<file path="config.mk">
export PLATFORM = sky130hd
export DESIGN_NAME = lsu_subword_ctrl_flat
export DESIGN_NICKNAME = d
export VERILOG_FILES = /design/src/rtl/lsu_subword_ctrl_if.sv /design/src/rtl/lsu_subword_ctrl.sv /design/src/flat_wrapper.sv
export SDC_FILE = /design/constraint.sdc
export NUM_CORES = 1
export LEC_CHECK = 0
export ABC_AREA = 1
export BUFFER_PORTS_ARGS = -buffer_cell sky130_fd_sc_hd__buf_2
export CAP_MARGIN = 20
export CORE_UTILIZATION = 53
export CTS_CLUSTER_DIAMETER = 50
export DETAILED_ROUTE_END_ITERATION = 16
export PLACE_DENSITY = 0.8
export SYNTH_ARGS = -nofsm -noshare
export SYNTH_HDL_FRONTEND = slang
export SYNTH_SLANG_ARGS = --single-unit
</file>
<file path="constraint.sdc">
create_clock -name clk -period 2.6 [get_ports clk]
set_input_delay 0.26 -clock clk [delete_from_list [all_inputs] [get_ports clk]]
set_output_delay 0.26 -clock clk [all_outputs]
set_load 0.01 [all_outputs]
</file>
<file path="src/rtl/lsu_subword_ctrl_if.sv">
// Core-side request/response bundle for lsu_subword_ctrl.
// Optional macro LSU_MISALIGN_TRAP_EN adds the resp_err signal.
interface lsu_subword_ctrl_if #(
  parameter int unsigned ADDR_W = 32
);
  logic              req_valid;
  logic              req_ready;
  logic              req_we;
  logic [1:0]        req_size;
  logic              req_unsigned;
  logic [ADDR_W-1:0] req_addr;
  logic [31:0]       req_wdata;
  logic              resp_valid;
  logic [31:0]       resp_rdata;
`ifdef LSU_MISALIGN_TRAP_EN
  logic              resp_err;

  modport master (
    output req_valid, req_we, req_size, req_unsigned, req_addr, req_wdata,
    input  req_ready, resp_valid, resp_rdata, resp_err
  );

  modport slave (
    input  req_valid, req_we, req_size, req_unsigned, req_addr, req_wdata,
    output req_ready, resp_valid, resp_rdata, resp_err
  );
`else
  modport master (
    output req_valid, req_we, req_size, req_unsigned, req_addr, req_wdata,
    input  req_ready, resp_valid, resp_rdata
  );

  modport slave (
    input  req_valid, req_we, req_size, req_unsigned, req_addr, req_wdata,
    output req_ready, resp_valid, resp_rdata
  );
`endif
endinterface

</file>
<file path="src/rtl/lsu_subword_ctrl.sv">
// Load/store controller in front of a word-wide, synchronous-read data memory.
// Sub-word stores are done as read-modify-write; loads are sign/zero extended.
// Optional macro LSU_MISALIGN_TRAP_EN: misaligned half/word requests are
// answered immediately with resp_err and never touch memory.
module lsu_subword_ctrl #(
  parameter int unsigned MEM_RD_LAT = 1,
  parameter int unsigned ADDR_W     = 32
) (
  input  logic              clk,
  input  logic              rst_n,
  lsu_subword_ctrl_if.slave bus,
  output logic              busy,
  output logic [ADDR_W-1:0] mem_a,
  output logic [31:0]       mem_wd,
  output logic              mem_we,
  input  logic [31:0]       mem_rd
);

  typedef enum logic [2:0] {StIdle, StRead, StRdcap, StWrite, StResp} state_e;

  localparam logic [2:0] CntLast = 3'(MEM_RD_LAT - 1);

  state_e            state_q;
  logic [2:0]        cnt_q;
  logic              we_q;
  logic              uns_q;
  logic [1:0]        size_q;
  logic [1:0]        lo_q;
  logic [15:0]       wdata_q;
  logic [ADDR_W-1:0] mem_a_q;
  logic [31:0]       mem_wd_q;
  logic              mem_we_q;
  logic              resp_valid_q;
  logic [31:0]       resp_rdata_q;

  // Reserved size 11 behaves exactly like a word.
  logic [1:0] req_size_n;
  assign req_size_n = (bus.req_size == 2'b11) ? 2'b10 : bus.req_size;

`ifdef LSU_MISALIGN_TRAP_EN
  logic resp_err_q;
  logic req_misalign;
  assign req_misalign = ((req_size_n == 2'b01) && bus.req_addr[0]) ||
                        ((req_size_n == 2'b10) && (bus.req_addr[1:0] != 2'b00));
  assign bus.resp_err = resp_err_q;
`endif

  logic [7:0]  byte_lane;
  logic [15:0] half_lane;
  logic [31:0] merged;
  logic [31:0] ext;

  assign byte_lane = mem_rd[{lo_q, 3'b000} +: 8];
  assign half_lane = mem_rd[{lo_q[1], 4'b0000} +: 16];

  // Lane merge for sub-word stores and lane extraction/extension for loads.
  always_comb begin
    merged = mem_rd;
    ext    = mem_rd;
    case (size_q)
      2'b00: begin
        merged[{lo_q, 3'b000} +: 8] = wdata_q[7:0];
        ext = {{24{~uns_q & byte_lane[7]}}, byte_lane};
      end
      2'b01: begin
        merged[{lo_q[1], 4'b0000} +: 16] = wdata_q;
        ext = {{16{~uns_q & half_lane[15]}}, half_lane};
      end
      default: begin
        merged = mem_rd;
        ext    = mem_rd;
      end
    endcase
  end

  // Control FSM with registered memory and response outputs.
  always_ff @(posedge clk or negedge rst_n) begin
    if (!rst_n) begin
      state_q      <= StIdle;
      cnt_q        <= '0;
      we_q         <= 1'b0;
      uns_q        <= 1'b0;
      size_q       <= 2'b00;
      lo_q         <= 2'b00;
      wdata_q      <= '0;
      mem_a_q      <= '0;
      mem_wd_q     <= '0;
      mem_we_q     <= 1'b0;
      resp_valid_q <= 1'b0;
      resp_rdata_q <= '0;
`ifdef LSU_MISALIGN_TRAP_EN
      resp_err_q   <= 1'b0;
`endif
    end else begin
      // Strobes are single-cycle unless a state below re-arms them.
      mem_we_q     <= 1'b0;
      resp_valid_q <= 1'b0;
`ifdef LSU_MISALIGN_TRAP_EN
      resp_err_q   <= 1'b0;
`endif
      unique case (state_q)
        StIdle: begin
          if (bus.req_valid) begin
            we_q         <= bus.req_we;
            size_q       <= req_size_n;
            uns_q        <= bus.req_unsigned;
            lo_q         <= bus.req_addr[1:0];
            wdata_q      <= bus.req_wdata[15:0];
            cnt_q        <= '0;
            mem_a_q      <= {bus.req_addr[ADDR_W-1:2], 2'b00};
            resp_rdata_q <= '0;
`ifdef LSU_MISALIGN_TRAP_EN
            if (req_misalign) begin
              resp_valid_q <= 1'b1;
              resp_err_q   <= 1'b1;
              state_q      <= StResp;
            end else
`endif
            if (bus.req_we && (req_size_n == 2'b10)) begin
              // Full-word store needs no read of the old word.
              mem_wd_q <= bus.req_wdata;
              mem_we_q <= 1'b1;
              state_q  <= StWrite;
            end else begin
              state_q <= StRead;
            end
          end
        end
        StRead: begin
          if (cnt_q == CntLast) begin
            state_q <= StRdcap;
          end else begin
            cnt_q <= cnt_q + 3'd1;
          end
        end
        StRdcap: begin
          if (we_q) begin
            mem_wd_q <= merged;
            mem_we_q <= 1'b1;
            state_q  <= StWrite;
          end else begin
            resp_rdata_q <= ext;
            resp_valid_q <= 1'b1;
            state_q      <= StResp;
          end
        end
        StWrite: begin
          resp_valid_q <= 1'b1;
          state_q      <= StResp;
        end
        StResp: begin
          state_q <= StIdle;
        end
        default: begin
          state_q <= StIdle;
        end
      endcase
    end
  end

  assign bus.req_ready  = (state_q == StIdle);
  assign bus.resp_valid = resp_valid_q;
  assign bus.resp_rdata = resp_rdata_q;
  assign busy           = (state_q != StIdle);
  assign mem_a          = mem_a_q;
  assign mem_wd         = mem_wd_q;
  assign mem_we         = mem_we_q;

endmodule

</file>
<file path="src/flat_wrapper.sv">
// flat-port wrapper written by rule: the top's interface ports become plain ports
module lsu_subword_ctrl_flat 
#(
  parameter int unsigned MEM_RD_LAT = 1,
  parameter int unsigned ADDR_W     = 32
)
  (clk, rst_n, busy, mem_a, mem_wd, mem_we, mem_rd, bus_req_valid, bus_req_we, bus_req_size, bus_req_unsigned, bus_req_addr, bus_req_wdata, bus_req_ready, bus_resp_valid, bus_resp_rdata);
  lsu_subword_ctrl_if #(.ADDR_W(ADDR_W)) bus_i ();
  input  logic clk;
  input  logic rst_n;
  output logic busy;
  output logic [ADDR_W-1:0] mem_a;
  output logic [31:0] mem_wd;
  output logic mem_we;
  input  logic [31:0] mem_rd;
  input wire logic [$bits(bus_i.req_valid)-1:0] bus_req_valid;
  input wire logic [$bits(bus_i.req_we)-1:0] bus_req_we;
  input wire logic [$bits(bus_i.req_size)-1:0] bus_req_size;
  input wire logic [$bits(bus_i.req_unsigned)-1:0] bus_req_unsigned;
  input wire logic [$bits(bus_i.req_addr)-1:0] bus_req_addr;
  input wire logic [$bits(bus_i.req_wdata)-1:0] bus_req_wdata;
  output wire logic [$bits(bus_i.req_ready)-1:0] bus_req_ready;
  output wire logic [$bits(bus_i.resp_valid)-1:0] bus_resp_valid;
  output wire logic [$bits(bus_i.resp_rdata)-1:0] bus_resp_rdata;
  assign bus_i.req_valid = bus_req_valid;
  assign bus_i.req_we = bus_req_we;
  assign bus_i.req_size = bus_req_size;
  assign bus_i.req_unsigned = bus_req_unsigned;
  assign bus_i.req_addr = bus_req_addr;
  assign bus_i.req_wdata = bus_req_wdata;
  assign bus_req_ready = bus_i.req_ready;
  assign bus_resp_valid = bus_i.resp_valid;
  assign bus_resp_rdata = bus_i.resp_rdata;
  lsu_subword_ctrl #(.MEM_RD_LAT(MEM_RD_LAT), .ADDR_W(ADDR_W)) u_core (.clk(clk), .rst_n(rst_n), .bus(bus_i), .busy(busy), .mem_a(mem_a), .mem_wd(mem_wd), .mem_we(mem_we), .mem_rd(mem_rd));
endmodule
</file>
# Word level (Yosys, flattened, before mapping)
# Cells that the tools add are included.
dict set report op_classes {
  addsub 3
  eq_ne 12
  shift 6
  mux 26
  bitwise_logic 3
  reduce_logical 12
}
# op n
set op_table {}
lappend op_table {{case mux 32 bit (2 select lines)} 4}
lappend op_table {{2-to-1 mux 32 bit} 5}
lappend op_table {{bitwise mux 32 bit} 2}
lappend op_table {{variable shift 16 x 7 -> 32 bit, first input constant} 1}
lappend op_table {{variable shift 8 x 7 -> 32 bit, first input constant} 1}
lappend op_table {{indexed part select 16 x 7 -> 32 bit} 1}
lappend op_table {{indexed part select 32 x 6 -> 16 bit} 1}
lappend op_table {{indexed part select 32 x 6 -> 8 bit} 1}
lappend op_table {{indexed part select 8 x 7 -> 32 bit} 1}
lappend op_table {{2-to-1 mux 3 bit} 5}
lappend op_table {{negator 5 -> 7 bit} 2}
lappend op_table {{case mux 3 bit (4 select lines)} 1}
lappend op_table {{== test 3 x 2 -> 1 bit, second input constant} 2}
lappend op_table {{logical NOT 3 bit} 2}
lappend op_table {{inequality test 2 x 1 -> 1 bit, second input constant} 3}
lappend op_table {{inequality test 2 bit, second input constant} 3}
lappend op_table {{case mux 3 bit (2 select lines)} 1}
lappend op_table {{AND reduction 3 bit} 2}
lappend op_table {{== test 2 bit, second input constant} 2}
lappend op_table {{2-to-1 mux 1 bit} 4}
lappend op_table {{2-to-1 mux 2 bit} 2}
lappend op_table {{case mux 1 bit (2 select lines)} 2}
lappend op_table {{AND reduction 2 bit} 2}
lappend op_table {{AND reduction 4 bit} 1}
lappend op_table {{9 further kinds} 11}
dict set report word_totals {
  reg_bits 124
  in_bits 103
  output_inout_bits 100
  elab_cells 74
}

# Longest topological paths before layout
dict set report depth {
  depth_word 7
  mapped_depth 13
  mapped_depth_nobuf 9
}

# Worst setup path before layout
# Ideal clock, no wire load.
dict set report synth_path {
  kind {reg2reg}
  startpoint {reg u_core.lo_q[1]}
  endpoint {reg u_core.mem_wd_q[4] (netlist: u_core.mem_wd[4])}
  setup_ns 0.065
  arrival_ns 2.023
  required_ns 2.535
  path_slack_ns 0.513
  path_stages_with_launch 14
  path_buffers 4
  synth_period_minus_slack_ns 2.087
  cell_sequence {dfrtp_1 > buf_4 > inv_2 > buf_2 > buf_2 > ha_1 > clkbuf_1 > inv_1 > nand2_1 > o21ai_0 > nand2_1 > nand3_1 > nand2_1 > nand2_1}
}
dict set report synth_between {
  elab_chain_cells 6
  elab_cells_between_ends 11
  classes_between {add/sub: 2; shift: 4; mux: 5}
}
# item line
set synth_lines {}
lappend synth_lines {{from (decl)} lsu_subword_ctrl.sv:28} ;# logic [1:0] lo_q;
lappend synth_lines {{from (signal assigned)} lsu_subword_ctrl.sv:107} ;# lo_q <= bus.req_addr[1:0];
lappend synth_lines {{negator 5 -> 7 bit (on tied branches)} {lsu_subword_ctrl.sv:66, lsu_subword_ctrl.sv:62}}
lappend synth_lines {{indexed part select 16 x 7 -> 32 bit (tied with other cells)} lsu_subword_ctrl.sv:66} ;# merged[{lo_q[1], 4'b0000} +: 16] = wdata_q;
lappend synth_lines {{bitwise mux 32 bit (on tied branches)} {lsu_subword_ctrl.sv:66, lsu_subword_ctrl.sv:62}}
lappend synth_lines {{case mux 32 bit (2 select lines) *} lsu_subword_ctrl.sv:60} ;# case (size_q)
lappend synth_lines {{2-to-1 mux 32 bit *} lsu_subword_ctrl.sv:137} ;# if (we_q) begin
lappend synth_lines {{case mux 32 bit (2 select lines) *} lsu_subword_ctrl.sv:101} ;# unique case (state_q)
lappend synth_lines {{to (signal assigned)} lsu_subword_ctrl.sv:121} ;# mem_wd_q <= bus.req_wdata;
lappend synth_lines {{to (signal assigned)} lsu_subword_ctrl.sv:138} ;# mem_wd_q <= merged;
lappend synth_lines {{to (decl)} lsu_subword_ctrl.sv:31} ;# logic [31:0] mem_wd_q;
# Every way passes the cells marked *; elsewhere a longest branch is shown, timed or not. The select of a mux whose other input is x is not followed.
# A chain may end at the register's enable or synchronous reset.

# Worst setup path in the final report
dict set report layout_path {
  startpoint {reg u_core.lo_q[0]}
  endpoint {reg u_core.mem_wd_q[2] (netlist: u_core.mem_wd[2])}
}
dict set report layout_between {
  elab_chain_cells 6
  elab_cells_between_ends 7
  classes_between {add/sub: 1; shift: 2; mux: 4}
}
# item line
set layout_lines {}
lappend layout_lines {{negator 5 -> 7 bit *} lsu_subword_ctrl.sv:62} ;# merged[{lo_q, 3'b000} +: 8] = wdata_q[7:0];
lappend layout_lines {{indexed part select 8 x 7 -> 32 bit or variable shift 8 x 7 -> 32 bit (tied branches)} lsu_subword_ctrl.sv:62}
lappend layout_lines {{bitwise mux 32 bit *} lsu_subword_ctrl.sv:62}
lappend layout_lines {{case mux 32 bit (2 select lines) *} lsu_subword_ctrl.sv:60}
lappend layout_lines {{2-to-1 mux 32 bit *} lsu_subword_ctrl.sv:137}
lappend layout_lines {{case mux 32 bit (2 select lines) *} lsu_subword_ctrl.sv:101}
# Marks and branches as above.

==> impl_metrics.env <==
export IMPL_status="finished, final reports clean"
export IMPL_antenna_found_initial=1
export IMPL_core_um2=12800
export IMPL_setup_viol=0
export IMPL_avgSynthCellArea_um2=6.77
export IMPL_synth_edff_count=0
export IMPL_fin_ws_ns=0.617
export IMPL_regArea_um2=3100
export IMPL_gp_congestion=0.975
export IMPL_ff2ff_setup_slack_ns=0.62
export IMPL_rows=41
export IMPL_setup_tns_ns=0
export IMPL_yosysWarnings=0
export IMPL_grt_pass1_vias=7242
export IMPL_dp_hpwl_mm=16.2
export IMPL_grt_use_met2=0.520
export IMPL_grt_start_max_net_pins=66
export IMPL_drt_iter0_markers=687
export IMPL_grt_pass1_wl_mm=36.4
export IMPL_diodes=0
export IMPL_critPathRequiredTime_ns=2.96
export IMPL_leakagePower_nw=4.86
export IMPL_num_vias=7690
export IMPL_routedWlPerCell_um=15.9
export IMPL_tightest_slew_ns=0.795
export IMPL_utilization=0.692
export IMPL_ir_worst_vdd_mv=0.756
export IMPL_synth_area_leader_cell="dfrtp_1"
export IMPL_portBuffers=200
export IMPL_cts_buffer_depth=2
export IMPL_htree_levels=4
export IMPL_ctsRootBufferMaster="clkbuf_16"
export IMPL_dieArea_um2=13800
export IMPL_cts_resized=0
export IMPL_power_total_w=0.0113
export IMPL_ys_top_cells_by_area="dfrtp_1, nand2_1, nor2_1, o21ai_0, a21oi_1"
export IMPL_cts_sinks=124
export IMPL_clkSlewWorstSetupHoldPaths_ns=0.06
export IMPL_drt_total_wl_mm=22.5
export IMPL_hold_viol=0
export IMPL_firstDrtPassIters=8
export IMPL_crit_arrival_ns=2.34
export IMPL_start_util=0.552
export IMPL_layout_nets=1342
export IMPL_fin_skew_ns=0.00572
export IMPL_grt_use_met3=0.0678
export IMPL_grt_ovfl_total=0
export IMPL_p_per_area_nw_per_um2=1280
export IMPL_async_flop_share=1.00
export IMPL_period_share=0.763
export IMPL_slew_viol_final=0
export IMPL_io_pins=203
export IMPL_cts_hold_buf=1
export IMPL_place_ws_ns=0.713
export IMPL_crit_type="flop to flop"
export IMPL_fmax_mhz=504
export IMPL_synth_most_common_cell="nand2_1"
export IMPL_worstHoldPathType="input pin to flop"
export IMPL_instances_no_fill=1417
export IMPL_syn_area_um2=7080
export IMPL_track_usage=0.336
export IMPL_remaining_drc_errors=0
export IMPL_post_cts_setup_buffer_count=0
export IMPL_cts_tree="built"
export IMPL_synth_ff_type="dfrtp_1"
export IMPL_synth_cell_types=25
export IMPL_clk_latency_ns=0.42
export IMPL_cts_buffers=17
export IMPL_grt_use_met1=0.441
export IMPL_postSynthCellCount=1045
export IMPL_multi_input_area_um2=3470
export IMPL_areaGrowthSynthToFinish_pct=25.4
export IMPL_rsz0062_at_grt="no"
export IMPL_ys_ff_latch=124
export IMPL_fill_cells=1129
export IMPL_die_h_um=118
export IMPL_viasPerCell=5.43
export IMPL_yosysTopAreaCellShare=0.438
export IMPL_slew_headroom=0.470
export IMPL_drive_above_1_share=0.217
export IMPL_fin_crit_ns=1.98
export IMPL_synth_common_cells="nand2_1, dfrtp_1, nor2_1"
export IMPL_yosysSeqAreaShare=0.438
export IMPL_crit_fanout=10
export IMPL_drtAntennaViolNets=0
export IMPL_dp_cells=1384
export IMPL_cap_violations=0
export IMPL_busiest_layer="met2"
export IMPL_critPathLaunchType="flop"
export IMPL_die_w_um=118
export IMPL_worst_setup_path_end_kind="flop"
## cell usage in the layout (no fill, tap or decap), types with 17 or more instances in the layout
master	instances
nand3_1	46
nand2_1	420
a21oi_1	72
dfrtp_1	124
nor2_1	122
buf_4	22
buf_2	199
clkbuf_16	17
o21ai_0	90
inv_1	64
## power by group
group          total [W]  internal, W  switching [W]
Combinational    0.00543      0.00178        0.00365
Sequential       0.00339      0.00282       0.000573
Clock            0.00251      0.00164       0.000864
Total             0.0113      0.00624        0.00508
## path summary, 6_finish.rpt
path,depth (start not counted),endpoint,startpoint
hold / removal,3,u_core.mem_a[22],bus_req_addr[22]
setup reg to reg,9,u_core.mem_wd[2],u_core.lo_q[0]
setup / recovery,9,u_core.mem_wd[2],u_core.lo_q[0]
max in group asynchronous,3,u_core.mem_a[24],rst_n
min in group asynchronous,2,u_core.bus.resp_rdata[29],rst_n
hold reg to reg,2,u_core.mem_a[29],u_core.mem_a[29]
## area by class of cell
cell class	count	area share
Multi-Input combinational cell	797	0.391
Sequential cell	124	0.350
Timing Repair Buffer	224	0.136
Clock buffer	20	0.0514
Inverter	68	0.0288
Tap cell	172	0.0242
Clock inverter	12	0.0190
## per-layer routing
metal / vias to the layer above / share of wire
met5: - / 0.00058
met4: 2 / 0.044
met3: 69 / 0.095
met2: 455 / 0.45
met1: 3490 / 0.41
li1: 3674 / -
## registers in the layout (all words and copies together) (netlist names)
name / cells
u_core.bus.resp_valid: 1
u_core.lo_q: 2
u_core.mem_we: 1
u_core.mem_a: 30
u_core.state_q: 3
u_core.uns_q: 1
u_core.cnt_q: 3
u_core.bus.resp_rdata: 32
u_core.mem_wd: 32
u_core.wdata_q: 16
u_core.size_q: 2
u_core.we_q: 1
## kinds of logic (layout without fill, tap and decap cells)
group | count (synthesis) | after routing | synth area share
other | 1 | 2 | 0.000530
and+or+nand+nor | 606 | 606 | 0.338
DFF | 124 | 124 | 0.438
buffers and inverters | 125 | 324 | 0.0748
adders and majority gates | 7 | 7 | 0.0124
AOI/OAI and AO/OA | 182 | 182 | 0.136
## worst max-delay path, cell delays in order (launching register included)
cell and delay (ns):
dfrtp_1 0.39, inv_1 0.20, ha_1 0.35, inv_1 0.20, nand2_1 0.24, o21ai_0 0.24, nand2_1 0.08, nand3_1 0.10
nand2_1 0.06, nand2_1 0.05
## stage by stage
step / instance area [um^2] / hold slack, ns
after floorplan: 7080 / -0.0356
after global placement: 8240 / 0.389
final: 8880 / 0.0333
after global routing: 8880 / 0.0419
after detailed placement: 8240 / 0.389
after CTS: 8880 / 0.0224
(Power assumes the default switching activity.)
